$ cat src/rtl/ps2_key_decoder.sv
// Purpose : PS/2 keyboard receiver. It frames 11-bit serial words (start, 8 data bits LSB first,
//           odd parity, stop) and tracks the scancode of the key currently held down.
// Latency : key_code/key_strobe update 1 cycle after the stop bit is sampled. The stop bit is sampled
//           3 cycles after the ps2_clk pin falls: two synchronizer flops plus one edge stage.
// Backpres: none. The PS/2 device owns the timing, and every accepted byte is consumed on the next cycle.
//
// Ports
//   clock        system clock; all logic runs on its rising edge
//   reset_signal asynchronous, active-low reset
//   ps2_clk      raw PS/2 clock pin, asynchronous to clock
//   ps2_data     raw PS/2 data pin, asynchronous to clock
//   key_code     scancode of the held key, 8'h00 when no key is held
//   key_strobe   one-cycle pulse when a make code loads key_code (typematic repeats included)
//   frame_error  one-cycle pulse when a frame is discarded (bad stop bit, timeout, optional parity)
//
// Configuration
//   PS2_PARITY_CHECK_EN  when defined, frames failing odd parity are discarded with frame_error.
//                        When undefined, the parity bit is captured and then ignored.

module ps2_key_decoder #(
  parameter int TIMEOUT_CYCLES = 50000
) (
  input  logic       clock,
  input  logic       reset_signal,
  input  logic       ps2_clk,
  input  logic       ps2_data,
  output logic [7:0] key_code,
  output logic       key_strobe,
  output logic       frame_error
);

  localparam int              TW     = $clog2(TIMEOUT_CYCLES + 1);
  localparam logic [TW-1:0]   TO_MAX = TW'(TIMEOUT_CYCLES - 1);

  localparam logic [7:0] CODE_EXT   = 8'hE0;
  localparam logic [7:0] CODE_BREAK = 8'hF0;

  typedef enum logic [1:0] {
    IDLE   = 2'd0,
    DATA   = 2'd1,
    PARITY = 2'd2,
    STOP   = 2'd3
  } state_t;

  state_t state, state_nxt;

  // ---------------------------------------------------------------------------
  // Pin synchronizers. Stage 3 of the clock chain is only edge history;
  // the value on the data chain is already two flops deep when it is sampled.
  // ---------------------------------------------------------------------------
  logic clk_s1, clk_s2, clk_s3;
  logic dat_s1, dat_s2;
  logic ps2_fall;

  always_ff @(posedge clock or negedge reset_signal) begin
    if (!reset_signal) begin
      clk_s1 <= 1'b1;
      clk_s2 <= 1'b1;
      clk_s3 <= 1'b1;
      dat_s1 <= 1'b1;
      dat_s2 <= 1'b1;
    end else begin
      clk_s1 <= ps2_clk;
      clk_s2 <= clk_s1;
      clk_s3 <= clk_s2;
      dat_s1 <= ps2_data;
      dat_s2 <= dat_s1;
    end
  end

  assign ps2_fall = clk_s3 & ~clk_s2;

  // ---------------------------------------------------------------------------
  // Frame datapath registers
  // ---------------------------------------------------------------------------
  logic [2:0]    bit_cnt;
  logic [7:0]    shift_reg;
  logic          parity_bit;
  logic [TW-1:0] to_cnt;
  logic          timeout_hit;
  logic          parity_ok;
  logic          frame_ok;
  logic          frame_bad;
  logic          byte_vld;
  logic          break_pending;

  // A falling edge in the same cycle always wins over the timeout.
  assign timeout_hit = ~ps2_fall && (state != IDLE) && (to_cnt == TO_MAX);

`ifdef PS2_PARITY_CHECK_EN
  // Odd parity: data bits plus the parity bit must hold an odd number of ones.
  assign parity_ok = ^{shift_reg, parity_bit};
`else
  logic unused_parity;
  assign unused_parity = parity_bit;
  assign parity_ok     = 1'b1;
`endif

  // ---------------------------------------------------------------------------
  // Frame FSM: state register
  // ---------------------------------------------------------------------------
  always_ff @(posedge clock or negedge reset_signal) begin
    if (!reset_signal) begin
      state <= IDLE;
    end else begin
      state <= state_nxt;
    end
  end

  // ---------------------------------------------------------------------------
  // Frame FSM: next state and frame verdict
  // ---------------------------------------------------------------------------
  always_comb begin
    state_nxt = state;
    frame_ok  = 1'b0;
    frame_bad = 1'b0;

    case (state)
      IDLE: begin
        // A falling edge with data high is noise, not a start bit. Ignore it silently.
        if (ps2_fall && !dat_s2) begin
          state_nxt = DATA;
        end
      end
      DATA: begin
        if (ps2_fall && (bit_cnt == 3'd7)) begin
          state_nxt = PARITY;
        end
      end
      PARITY: begin
        if (ps2_fall) begin
          state_nxt = STOP;
        end
      end
      STOP: begin
        if (ps2_fall) begin
          state_nxt = IDLE;
          if (dat_s2 && parity_ok) begin
            frame_ok  = 1'b1;
          end else begin
            frame_bad = 1'b1;
          end
        end
      end
      default: begin
        state_nxt = IDLE;
      end
    endcase

    if (timeout_hit) begin
      state_nxt = IDLE;
      frame_bad = 1'b1;
    end
  end

  // ---------------------------------------------------------------------------
  // Bit capture and inactivity timer
  // ---------------------------------------------------------------------------
  always_ff @(posedge clock or negedge reset_signal) begin
    if (!reset_signal) begin
      bit_cnt    <= 3'd0;
      shift_reg  <= 8'h00;
      parity_bit <= 1'b0;
      to_cnt     <= '0;
    end else begin
      if (ps2_fall) begin
        case (state)
          IDLE: begin
            if (!dat_s2) begin
              bit_cnt   <= 3'd0;
              shift_reg <= 8'h00;
            end
          end
          DATA: begin
            shift_reg[bit_cnt] <= dat_s2;
            bit_cnt            <= bit_cnt + 3'd1;
          end
          PARITY: begin
            parity_bit <= dat_s2;
          end
          default: begin
          end
        endcase
      end

      if (ps2_fall || (state == IDLE) || timeout_hit) begin
        to_cnt <= '0;
      end else begin
        to_cnt <= to_cnt + TW'(1);
      end
    end
  end

  // ---------------------------------------------------------------------------
  // Byte hand-off. shift_reg is not touched again until the next start bit.
  // The start bit is sampled on a later edge than the one that consumes byte_vld,
  // so reading shift_reg directly on the following cycle is safe.
  // ---------------------------------------------------------------------------
  always_ff @(posedge clock or negedge reset_signal) begin
    if (!reset_signal) begin
      byte_vld    <= 1'b0;
      frame_error <= 1'b0;
    end else begin
      byte_vld    <= frame_ok;
      frame_error <= frame_bad;
    end
  end

  // ---------------------------------------------------------------------------
  // Scancode interpretation.
  //   E0 (extended prefix): dropped, so E0 xx behaves like xx and E0 F0 xx like F0 xx.
  //   F0 arms break. The next ordinary byte releases the key only if it matches the held key.
  // ---------------------------------------------------------------------------
  always_ff @(posedge clock or negedge reset_signal) begin
    if (!reset_signal) begin
      key_code      <= 8'h00;
      key_strobe    <= 1'b0;
      break_pending <= 1'b0;
    end else begin
      key_strobe <= 1'b0;
      if (byte_vld) begin
        if (shift_reg == CODE_EXT) begin
          // prefix only
        end else if (shift_reg == CODE_BREAK) begin
          break_pending <= 1'b1;
        end else if (break_pending) begin
          break_pending <= 1'b0;
          if (shift_reg == key_code) begin
            key_code <= 8'h00;
          end
        end else begin
          key_code   <= shift_reg;
          key_strobe <= 1'b1;
        end
      end
    end
  end

endmodule

$ cat config.mk
export PLATFORM = sky130hd
export DESIGN_NAME = ps2_key_decoder
export DESIGN_NICKNAME = d
export VERILOG_FILES = /design/src/rtl/ps2_key_decoder.sv
export SDC_FILE = /design/constraint.sdc
export NUM_CORES = 1
export LEC_CHECK = 0
export ABC_AREA = 1
export CORE_MARGIN = 4
export CORE_UTILIZATION = 60
export DETAILED_ROUTE_END_ITERATION = 8
export PLACE_DENSITY = 0.91
export SLEW_MARGIN = 20
export SYNTH_ARGS = -nofsm -noshare
export SYNTH_HDL_FRONTEND = slang
export SYNTH_SLANG_ARGS = --single-unit
$ cat constraint.sdc
create_clock -name clock -period 2.3 [get_ports clock]
set_input_delay 0.345 -clock clock [delete_from_list [all_inputs] [get_ports clock]]
set_output_delay 0.345 -clock clock [all_outputs]
set_load 0.03 [all_outputs]
==> Word level (Yosys, flattened, before mapping) <==
Index checks and enable logic that the tools add are counted.
{ "totals": {"register_bits": 46, "wordCells": 80, "output_inout_bits": 10, "inputBits": 4} }
{ "classes": {"order_cmp": 2, "n_eq_ne": 14, "muxes": 28, "bitwise_logic": 5, "addsub": 2, "n_reduce_logical": 15} }
{ "op_table": {"columns": ["operator", "n"], "rows": [
  ["8-bit 2-to-1 mux", 3],
  ["16-bit by 1-bit adder with 16-bit output, second input constant", 1],
  ["16-bit equality test, second input constant", 1],
  ["8-bit equality test, second input constant", 2],
  ["16-bit 2-to-1 mux", 1],
  ["8-bit case mux with 2 select lines", 1],
  ["1-bit 2-to-1 mux", 13],
  ["3-bit != test, second input constant", 4],
  ["2-bit 2-to-1 mux", 5],
  ["8-bit bitwise mux", 1],
  ["8-bit equality test", 1],
  ["2-bit case mux with 4 select lines", 1],
  ["4-bit AND reduction", 2],
  ["3-bit case mux with 2 select lines", 1],
  ["1-bit logical AND", 5],
  ["2-bit equality test, second input constant", 2],
  ["3-bit by 4-bit < comparator with 1-bit output, second input constant", 1],
  ["1-bit inverter", 4],
  ["2-bit nonzero test", 2],
  ["3-bit by 1-bit adder with 3-bit output, second input constant", 1],
  ["1-bit demux with 3-bit select", 1],
  ["3-bit equality test, second input constant", 1],
  ["3-bit by 1-bit greater-or-equal comparator with 1-bit output, second input constant", 1],
  ["3-bit 2-to-1 mux", 1],
  ["other kinds (9)", 10]
]} }

==> Longest topological paths before layout <==
{ "logic_depth": {"word_depth": 7, "depth_mapped": 10} }

==> Least setup slack after synthesis <==
Ideal clock, no wire load.
{ "synth_timing": {"path_type": "register to register", "start": "register state[0]", "end": "register bit_cnt[0]", "t_required_ns": 2.171, "setup_slack_ns": 0.920, "t_arrival_ns": 1.251, "stages_incl_launch_ff": 10, "cell_sequence": "dfrtp_1 inv_1 ha_1 inv_1 nand2_1 o21ai_0 nand2_1 inv_1 nand3_1 o21ai_0"} }
{ "synth_between": {"elab_chain_cells": 3, "word_cells_on_any_way": 6} }
{ "synth_lines": {"columns": ["item", "line_no", "source"], "rows": [
  ["from (decl)", "45", "state_t state, state_nxt;"],
  ["from (signal assigned)", "106", "state <= state_nxt;"],
  ["2-bit by 1-bit equality test with 1-bit output or 2-bit zero test (tied branches)", "167", "case (state)"],
  ["2-bit nonzero test (no line) or 2-bit != test (tied branches)", null, null],
  ["3-bit AND reduction (no line)", null, null],
  ["to (signal assigned)", "176", "bit_cnt <= bit_cnt + 3'd1;"],
  ["to (decl)", "76", "logic [2:0] bit_cnt;"]
]} }
Parallel ways exist; a longest one is shown, timed or not.
A chain may end at the register's enable or synchronous reset.

==> Final worst setup path <==
{ "layout_timing": {"start": "register state[1]", "end": "register bit_cnt[1]"} }
The elaborated chain is that of the path after synthesis.

==> Flow_metrics.wiki <==
{| class="wikitable"
! Metric !! Value
|-
| Hold Path End || clk_s2
|-
| Highest-delay cell along the critical path || sky130_fd_sc_hd__ha_1
|-
| Register-to-Register Path Depth || 8
|-
| Startpoint of the worst register-to-register path || state[1]
|-
| Detail-routed via count per cell || 5.40
|-
| Number of buffers created by CTS || 5
|-
| Distinct cell type count after synthesis || 26
|-
| Final Setup Violations || 0
|-
| Minimum setup slack after placement || 0.493 ns
|-
| Global-route wire length before repair || 8310 microns
|-
| Weighted congestion at the end of routability-driven global placement || around 0.85
|-
| Max reg flops || 16
|-
| Vias in the first global route || ~1900
|-
| Synthesized instance count || 300
|-
| Worst slew margin || 68.6%
|-
| Worst Path Class, Setup || reg -> reg
|-
| Required time reported for the critical path endpoint || 2.51 ns
|-
| Number of synthesized register bits || 46
|-
| Launch point of the worst path || state[1]
|-
| Area overhead of the layout relative to synthesis || 12.7%
|-
| Core Box Area || roughly 0.0038 sq mm
|-
| Average cell area after synthesis || 7.99 sq um
|-
| Crit path DAT || ~2.1 ns
|-
| Clock sink count || 46
|-
| Critical path cell sequence || inv_1, ha_1, nand2_1, o21ai_0, nand2_1, inv_1, nand3_1, o21ai_0
|-
| Gates resized, CTS repair || 0
|-
| Layout cell share with drive strength beyond 1 || 8.70%
|-
| Fin util || between 70% and 80%
|-
| Portion of the post-synthesis area used by sequential elements || 48.3%
|-
| Yosys warning count || 0
|-
| Remaining Overflow, GRT || 0
|-
| Highest cell delay on the worst timing path || 0.45 ns
|-
| Routed Wire Length || 4620 microns
|-
| Number of diodes added for antenna fixing || 0
|-
| Slew at the pin closest to its max-slew limit || between 0.4 and 0.5 ns
|-
| Pin count of the biggest net entering global routing || 17
|-
| Remaining DRCs || 0
|-
| Setup total negative slack || 0 ns
|-
| TritonRoute pass-1 iters || 4
|-
| Run status || finished, final reports clean
|-
| Tot Pwr || 2.20 mW
|-
| Max-cap check violation count || 0
|-
| Die area || approximately 0.005 sq mm
|-
| Post-layout instance count excluding filler cells || 370
|-
| Number of input and output port buffers inserted || 13
|-
| Worst path setup slack after routing || 0.461 ns
|-
| Die Width || 71.2 microns
|-
| Global-route total usage across every layer || about a fifth
|-
| Number of nets with antenna violations after routing || 0
|-
| Power per Cell Area || between 800 and 900 mW/mm^2
|-
| Antenna violations before repair || 0
|-
| Standard-cell row count || 22
|-
| Total nets after synthesis || 311
|-
| Unrepaired setup endpoints after global routing || no
|-
| Clock tree buffer depth || 2
|-
| Timing-limited maximum frequency || 0.544 GHz
|-
| Htree depth || 2
|-
| Clock tree root buffer cell || sky130_fd_sc_hd__clkbuf_8
|-
| Crit share post-route || between 70% and 80%
|-
| Post-route standard cell area excluding fillers || 0.00270 sq mm
|-
| Vias || 1999
|-
| Summed instance area of the synthesized netlist || 0.00240 sq mm
|-
| Peak supply drop || 0.634 mV
|-
| Type of origin of the critical path || register
|-
| Final Skew || 0.00722 ns
|-
| Final nets || 332
|-
| Worst R2R Setup Slack || 0.46 ns
|-
| Count of final max-slew check failures || 0
|-
| Clock-pin slew reported for the worst setup and hold paths after clock tree synthesis || about 0.08 ns
|-
| Number of design-rule violations left by the first detailed-router iteration || 213
|-
| Filler cells || 256
|-
| Average detailed-routed wire length per instance || 12.5 microns
|-
| Crit end category || register
|-
| Chip height || roughly 70 microns
|-
| Min-delay worst type || reg -> reg
|-
| Count of boundary I/O pins || 14
|-
| LEAKAGE || 1.26 nW
|-
| Worst r2r dst || bit_cnt[1]
|-
| Number of cells traversed by the worst hold path || 0
|-
| Final Hold Vio Count || 0
|-
| Placed cell count || 361
|-
| Cell Area, Placed || 0.00258 sq mm
|-
| Worst slack on hold paths || 0.359 ns
|-
| Time the final worst path needs with I/O delays and setup || 1.84 ns
|-
| CTS tree || done
|-
| Initial cell density of the core || 63.5%
|-
| Worst-Skew Late Latency || about 0.3 ns
|-
| Detailed placer's ending HPWL || 3300 microns
|-
| Worst-path fanout max || 14
|-
| Launch point of the worst hold path || clk_s1
|}
==> how the worst max path moves through the flow <==
stage	end	cells past startpoint
6_report	bit_cnt[1]	8
3_3_place_gp	bit_cnt[2]	8
5_1_grt	bit_cnt[1]	8
4_1_cts	bit_cnt[1]	8
2_1_floorplan	bit_cnt[0]	9
3_5_place_dp	bit_cnt[1]	8
==> metal layers <==
layer / wire (microns) / up-vias / part of all wire [%] / GRT usage, %
li1: - / 987 / - / -
met1: 2090 / 943 / 45 / 28.1
met2: 2200 / 63 / 48 / 32.2
met3: 268 / 6 / 5.8 / 4.40
met4: 57 / 0 / 1.2 / 6.05
met5: 0 / - / 0 / 0
==> kinds of logic (layout without fill, tap and decap cells) <==
group                      count (synthesis)  in the layout  share of synthesized area [%]
adders and majority gates                  7              7                           3.66
buffers and inverters                     50             72                           8.15
and+or+nand+nor                          162            162                           30.4
AOI/OAI and AO/OA                         24             24                           5.43
xor gates and xnor gates                  11             11                           4.02
DFF                                       46             46                           48.3
==> final cells by class <==
| cell class | count | area [sq um] | area share (%) |
|---|---|---|---|
| Sequential cell | 46 | 1160 | 42.8 |
| Tap cell | 48 | 60.1 | 2.22 |
| Multi-Input combinational cell | 204 | 1040 | 38.6 |
| Clock buffer | 8 | 110 | 4.08 |
| Inverter | 48 | 180 | 6.67 |
| Timing Repair Buffer | 16 | 150 | 5.56 |
==> worst max-delay path: cells and delay by family, from the launching register on <==
family / cells / cell delay (ns)
buffers and inverters: 2 / 0.28
flip-flops: 1 / 0.42
AO/OA/AOI/OAI: 2 / 0.19
AND/OR/NAND/NOR: 3 / 0.40
adder cells (fa/ha/maj): 1 / 0.45
==> synth_stat cells <==
| cell type | count | area, sq um |
|---|---|---|
| sky130_fd_sc_hd__nand2_1 | 72 | 270 |
| sky130_fd_sc_hd__inv_1 | 47 | 176 |
| sky130_fd_sc_hd__dfrtp_1 | 41 | 1030 |
| sky130_fd_sc_hd__nor2_1 | 38 | 143 |
| sky130_fd_sc_hd__nand3_1 | 26 | 130 |
| sky130_fd_sc_hd__a21oi_1 | 10 | 50.1 |
| sky130_fd_sc_hd__nor3_1 | 9 | 45.0 |
| sky130_fd_sc_hd__xor2_1 | 9 | 78.8 |
| sky130_fd_sc_hd__o22ai_1 | 8 | 50.1 |
| sky130_fd_sc_hd__ha_1 | 7 | 87.6 |
| sky130_fd_sc_hd__o21ai_0 | 6 | 30.0 |
| sky130_fd_sc_hd__dfstp_2 | 5 | 131 |
| sky130_fd_sc_hd__nand4_1 | 4 | 25.0 |
| sky130_fd_sc_hd__nor2_2 | 3 | 18.8 |
| sky130_fd_sc_hd__nand3_2 | 2 | 20.0 |
| sky130_fd_sc_hd__nor2_4 | 2 | 22.5 |
| sky130_fd_sc_hd__xnor2_1 | 2 | 17.5 |
| sky130_fd_sc_hd__buf_6 | 1 | 11.3 |
| sky130_fd_sc_hd__clkbuf_1 | 1 | 3.75 |
| sky130_fd_sc_hd__inv_2 | 1 | 3.75 |
| sky130_fd_sc_hd__nand2_2 | 1 | 6.26 |
| sky130_fd_sc_hd__nand2_4 | 1 | 11.3 |
| sky130_fd_sc_hd__nand3b_1 | 1 | 7.51 |
| sky130_fd_sc_hd__nor3_4 | 1 | 16.3 |
| sky130_fd_sc_hd__nor3b_1 | 1 | 7.51 |
| sky130_fd_sc_hd__or2_2 | 1 | 6.26 |
==> cells in the final DEF, fill, tap and decap left out, types with 2 or more instances in the layout <==
cell / count
sky130_fd_sc_hd__o22ai_1: 8
sky130_fd_sc_hd__nand3_1: 26
sky130_fd_sc_hd__xor2_1: 9
sky130_fd_sc_hd__xnor2_1: 2
sky130_fd_sc_hd__clkdlybuf4s50_1: 12
sky130_fd_sc_hd__buf_4: 2
sky130_fd_sc_hd__nor2_2: 3
sky130_fd_sc_hd__ha_1: 7
sky130_fd_sc_hd__nor3_1: 9
sky130_fd_sc_hd__dfrtp_1: 41
sky130_fd_sc_hd__o21ai_0: 6
sky130_fd_sc_hd__nor2_1: 38
sky130_fd_sc_hd__nand3_2: 2
sky130_fd_sc_hd__nand2_1: 72
sky130_fd_sc_hd__inv_1: 47
sky130_fd_sc_hd__nor2_4: 2
sky130_fd_sc_hd__clkbuf_8: 8
sky130_fd_sc_hd__nand4_1: 4
sky130_fd_sc_hd__dfstp_2: 5
sky130_fd_sc_hd__a21oi_1: 10
==> repair_timing <==
action | in CTS | in global routing
hold buffers | 1 | 0
setup buffers | 0 | 0
setup endpoints to repair | 0 | 0
hold endpoints to repair | 9 | 0
==> power by group <==
part	total, mW	switching, mW	internal, mW
combinational	0.628	0.410	0.218
clock	0.570	0.266	0.303
sequential	0.998	0.0990	0.899
(Power assumes the default switching activity.)
